==> src/rtl/mcu_pkg.sv <==
// Shared types and constants for the playlist controller.
// The PREV state exists only when MCU_PREV_EN is defined.
package mcu_pkg;

  typedef enum logic [2:0] {
    ST_RESET,
    ST_PAUSE,
    ST_PLAY,
    ST_NEXT,
`ifdef MCU_PREV_EN
    ST_PREV,
`endif
    ST_RESTART,
    ST_END
  } state_e;

  localparam logic [1:0] MODE_NORMAL     = 2'd0;
  localparam logic [1:0] MODE_REPEAT_ONE = 2'd1;
  localparam logic [1:0] MODE_REPEAT_ALL = 2'd2;

  // Output vectors ordered {play, NextSong, reset_play, playlist_end}
  localparam logic [3:0] OUT_RESET   = 4'b0010;
  localparam logic [3:0] OUT_PAUSE   = 4'b0000;
  localparam logic [3:0] OUT_PLAY    = 4'b1000;
  localparam logic [3:0] OUT_NEXT    = 4'b0110;
  localparam logic [3:0] OUT_PREV    = 4'b0110;
  localparam logic [3:0] OUT_RESTART = 4'b0010;
  localparam logic [3:0] OUT_END     = 4'b0011;

  function automatic logic [3:0] decode_out(input state_e s);
    logic [3:0] v;
    v = OUT_RESET;
    case (s)
      ST_RESET:   v = OUT_RESET;
      ST_PAUSE:   v = OUT_PAUSE;
      ST_PLAY:    v = OUT_PLAY;
      ST_NEXT:    v = OUT_NEXT;
`ifdef MCU_PREV_EN
      ST_PREV:    v = OUT_PREV;
`endif
      ST_RESTART: v = OUT_RESTART;
      ST_END:     v = OUT_END;
      default:    v = OUT_RESET;
    endcase
    return v;
  endfunction

endpackage

==> src/rtl/mcu_song_idx_ctr.sv <==
// Wrap-around song index counter; clr wins over inc, inc wins over dec.
module mcu_song_idx_ctr #(
  parameter  int unsigned NUM_SONGS = 4,
  localparam int unsigned IDX_W     = $clog2(NUM_SONGS)
) (
  input  logic             clk,
  input  logic             reset,
  input  logic             inc,
  input  logic             dec,
  input  logic             clr,
  output logic [IDX_W-1:0] idx
);

  localparam logic [IDX_W-1:0] LAST = IDX_W'(NUM_SONGS - 1);

  logic [IDX_W-1:0] idx_q, idx_d;

  always_comb begin
    idx_d = idx_q;
    if (clr) begin
      idx_d = '0;
    end else if (inc) begin
      idx_d = (idx_q == LAST) ? '0 : idx_q + IDX_W'(1);
    end else if (dec) begin
      idx_d = (idx_q == '0) ? LAST : idx_q - IDX_W'(1);
    end
  end

  always_ff @(posedge clk or posedge reset) begin
    if (reset) idx_q <= '0;
    else       idx_q <= idx_d;
  end

  assign idx = idx_q;

endmodule

==> src/rtl/mcu_playlist_ctrl.sv <==
// Moore playlist controller: play/pause, next/prev, end-of-song handling by mode.
// Optional macro MCU_PREV_EN enables the prev button and PREV state.
module mcu_playlist_ctrl
  import mcu_pkg::*;
#(
  parameter  int unsigned NUM_SONGS = 4,
  localparam int unsigned IDX_W     = $clog2(NUM_SONGS)
) (
  input  logic             clk,
  input  logic             reset,
  input  logic             play_pause,
  input  logic             next,
  input  logic             prev,
  input  logic             song_done,
  input  logic [1:0]       mode,
  output logic             play,
  output logic             reset_play,
  output logic             NextSong,
  output logic [IDX_W-1:0] song_idx,
  output logic             playlist_end
);

  localparam logic [IDX_W-1:0] LAST_IDX = IDX_W'(NUM_SONGS - 1);

  state_e state_q, state_d;
  logic   prev_req;
  logic   idx_inc, idx_dec, idx_clr;

`ifdef MCU_PREV_EN
  assign prev_req = prev;
`else
  logic unused_prev;
  assign unused_prev = prev;
  assign prev_req    = 1'b0;
`endif

  always_ff @(posedge clk or posedge reset) begin
    if (reset) state_q <= ST_RESET;
    else       state_q <= state_d;
  end

  // Transient states ignore every input; mode is only looked at on song_done.
  always_comb begin
    state_d = state_q;
    case (state_q)
      ST_RESET: state_d = ST_PAUSE;
      ST_PAUSE: begin
        if (play_pause) state_d = ST_PLAY;
        else if (next)  state_d = ST_NEXT;
`ifdef MCU_PREV_EN
        else if (prev_req) state_d = ST_PREV;
`endif
      end
      ST_PLAY: begin
        if (play_pause) state_d = ST_PAUSE;
        else if (next)  state_d = ST_NEXT;
`ifdef MCU_PREV_EN
        else if (prev_req) state_d = ST_PREV;
`endif
        else if (song_done) begin
          case (mode)
            MODE_REPEAT_ONE: state_d = ST_RESTART;
            MODE_REPEAT_ALL: state_d = ST_NEXT;
            default:         state_d = (song_idx == LAST_IDX) ? ST_END : ST_NEXT;
          endcase
        end
      end
      ST_NEXT:    state_d = ST_PLAY;
`ifdef MCU_PREV_EN
      ST_PREV:    state_d = ST_PLAY;
`endif
      ST_RESTART: state_d = ST_PLAY;
      ST_END:     state_d = ST_PAUSE;
      default:    state_d = ST_RESET;
    endcase
  end

  // Index moves on the edge that enters NEXT/PREV/END.
  assign idx_inc = (state_d == ST_NEXT);
  assign idx_clr = (state_d == ST_END);
`ifdef MCU_PREV_EN
  assign idx_dec = (state_d == ST_PREV);
`else
  assign idx_dec = 1'b0 & prev_req;
`endif

  mcu_song_idx_ctr #(
    .NUM_SONGS (NUM_SONGS)
  ) u_idx (
    .clk   (clk),
    .reset (reset),
    .inc   (idx_inc),
    .dec   (idx_dec),
    .clr   (idx_clr),
    .idx   (song_idx)
  );

  assign {play, NextSong, reset_play, playlist_end} = decode_out(state_q);

endmodule

==> config.mk <==
export PLATFORM = sky130hd
export DESIGN_NAME = mcu_playlist_ctrl
export DESIGN_NICKNAME = d
export VERILOG_FILES = /design/src/rtl/mcu_pkg.sv /design/src/rtl/mcu_song_idx_ctr.sv /design/src/rtl/mcu_playlist_ctrl.sv
export SDC_FILE = /design/constraint.sdc
export NUM_CORES = 1
export LEC_CHECK = 0
export BUFFER_PORTS_ARGS = -buffer_cell sky130_fd_sc_hd__buf_2
export CAP_MARGIN = 25
export CORE_UTILIZATION = 30
export DETAILED_ROUTE_END_ITERATION = 6
export PLACE_DENSITY_LB_ADDON = 0.12
export SYNTH_ARGS = -nofsm -noshare
export SYNTH_HDL_FRONTEND = slang
export SYNTH_SLANG_ARGS = --single-unit
==> constraint.sdc <==
create_clock -name clk -period 5.3 [get_ports clk]
set_clock_uncertainty 0.15 [all_clocks]
set_input_delay 0.795 -clock clk [delete_from_list [all_inputs] [get_ports clk]]
set_output_delay 0.795 -clock clk [all_outputs]
set_load 0.01 [all_outputs]
==> metrics.csv <==
metric,value,unit
finalSetupViolations,0,
firstDrtPassIters,2,
drive_above_1_share,36.4,%
yosys_warnings,0,
postSynthCellCount,41,
cts_max_path_buffers,2,
overflow,0,
cp-start-kind,primary input,
core_area,0.00116,mm2
synth-compound-area-share,22.9,%
p_per_area,494,mW/mm2
mostFrequentLayoutCells,"12 x buf_2, 5 x o21ai_0, 5 x dfrtp_1",
clock_latency,0.24,ns
antenna_found_initial,0,
grtUsageMet3,1.74,%
gr-usage-met1,13.1,%
root_buffer,clkbuf_4,
syn_area,394,um2
wl_per_cell,10.2,um
syn_nets,52,
fin_setup_tns,0,ns
htree_levels,1,
postLayoutCellArea,483,um2
crit_type,primary input to flip-flop,
drc,0,
yosys-mux-area-fraction,2.54,%
grt_max_degree,11,
cpLargestDelayFamily,compound AO/OA/AOI/OAI gates,
grtUsageTotal,10.9,%
relSlewSlack,80.4,%
synth.avg_cell_area,9.61,um2
cts_tree,built,
grt_pass1_wl,1080,um
path_clk_slew,0.04,ns
place_hpwl,589,um
cap_viol_max_count,0,
slowest_stage,a2111oi_4,
ir_worst_vdd,0.000184,V
vias_per_cell,4.77,
hold_class,primary input to async pin,
antennaDiodeCount,0,
slew_violations,0,
max_stage_delay,0.39,ns
synth_xor_xnor_area_share,2.22,%
postCtsSetupBuffers,0,
period_share,42.9,%
tightest_slew,0.294,ns
synthAdderAreaFrac,9.52,%
ctsResizeCount,0,
die_h,38.2,um
max_clock_freq,440,MHz
grt_pass1_vias,297,
port-buffer-count,12,
grt_setup_unrepaired,false,
leakage,0.243,nW
via_count,329,
clkSinkCount,5,
synth_top_family_by_area,simple AND/OR/NAND/NOR gates,
start_util,34.1,%
ys_seq_area_share,31.7,%
die_w,38.2,um
end_kind,flip-flop,
cp_max_fo,3,
finalHoldViolations,0,
fin_cells,69,
arrival,2.25,ns
outcome,"complete, no violations",
die_area,0.00146,mm2
holdWs,0.293,ns
cp_num_buf_inv,2,
final_antenna_net_count,0,
ctsHoldBuffers,0,
min_period,2.27,ns
dp.cells,65,
required,5.27,ns
yosysUniqueCellTypes,20,
nNetsFinal,67,
ys_ff_latch,5,
gr-usage-met2,17.4,%
path_cells,buf_2 -> inv_1 -> ha_1 -> nand2b_1 -> a2111oi_4 -> and3b_1 -> a22o_1,
numCtsBuffers,3,
post_dp_cell_area,457,um2
layout_commonest_cell,buf_2,
gp_congestion,0.721,
yosys.area_share.simple,24.4,%
grt.busiest_layer,met2,
wl,705,um
rows,12,
syn_to_final_growth,22.5,%
io-pin-count,14,
drt_iter0_drc,2,
-- stage by stage --
step / util (%) / total power (W) / worst slack [ns]
after detailed placement: 39.5 / 0.000200 / 2.75
after global routing: 41.8 / 0.000261 / 2.94
after floorplan: - / 0.000167 / 2.95
after global placement: 39.5 / 0.000194 / 2.78
after CTS: 41.8 / 0.000246 / 3.01
final: 41.8 / 0.000239 / 3.03
-- worst reg2reg max path: cells and delay by family, from the launching register on --
kind	cells	cell delay (ns)
AOI/OAI and AO/OA	2	0.59
DFF	1	0.47
and+or+nand+nor	2	0.69
-- final timing paths --
| kind | start | to | slack [ns] | depth (start not counted) |
|---|---|---|---|---|
| max | mode[0] | u_idx.idx[1] | 3.03 | 7 |
| min | reset | state_q[1] | 0.29 | 2 |
| max reg2reg | state_q[0] | u_idx.idx[1] | 3.28 | 4 |
| min reg2reg | u_idx.idx[1] | u_idx.idx[1] | 0.38 | 1 |
| max in group asynchronous | reset | u_idx.idx[0] | 4.54 | 2 |
| min in group clk | u_idx.idx[1] | u_idx.idx[1] | 0.38 | 1 |
-- registers in the layout, indices dropped and copies added, names as in the netlist --
register	count
state_q	3
u_idx.idx	2
-- logic make-up (layout without fill, tap and decap cells) --
logic type / Yosys count / in the layout
and+or+nand+nor: 15 / 15
AOI/OAI and AO/OA: 11 / 11
DFF: 5 / 5
buffers and inverters: 5 / 19
adders and majority gates: 3 / 3
xor gates and xnor gates: 1 / 1
muxes: 1 / 1
-- layout make-up --
class                      instances  area (um2)
multi-input combinational         31         243
inverter                           3        11.3
tap                               14        17.5
clock buffer                       4        26.3
sequential                         5         125
fill                             115         673
timing repair buffer              12        60.1
-- Yosys cell counts --
master | count | share of area, %
nand2_1 | 3 | 2.9
a22o_2 | 1 | 2.5
and3b_1 | 1 | 2.2
or3b_4 | 1 | 2.9
buf_6 | 1 | 2.9
mux2i_1 | 1 | 2.5
dfrtp_1 | 5 | 32
nand2b_1 | 3 | 4.8
ha_1 | 3 | 9.5
xor2_1 | 1 | 2.2
a2111oi_4 | 1 | 7.0
clkbuf_1 | 1 | 0.95
nor2_1 | 3 | 2.9
inv_1 | 3 | 2.9
a2bb2oi_1 | 1 | 2.2
a22o_1 | 1 | 2.2
and3b_2 | 2 | 5.1
a21oi_1 | 2 | 2.5
nor3b_1 | 2 | 3.8
o21ai_0 | 5 | 6.3
-- power by group --
part	leakage (nW)	internal, W	total [W]	switching, W
combinational	0.166	0.0000609	0.000119	0.0000582
sequential	0.0618	0.0000543	0.0000770	0.0000227
clock	0.0150	0.0000284	0.0000426	0.0000142
-- routing by layer --
layer,up-vias,part of all wire [%]
met5,-,0
met4,0,0
met3,0,4.3
met2,6,51
met1,151,45
li1,172,-
(Power assumes the default switching activity.)
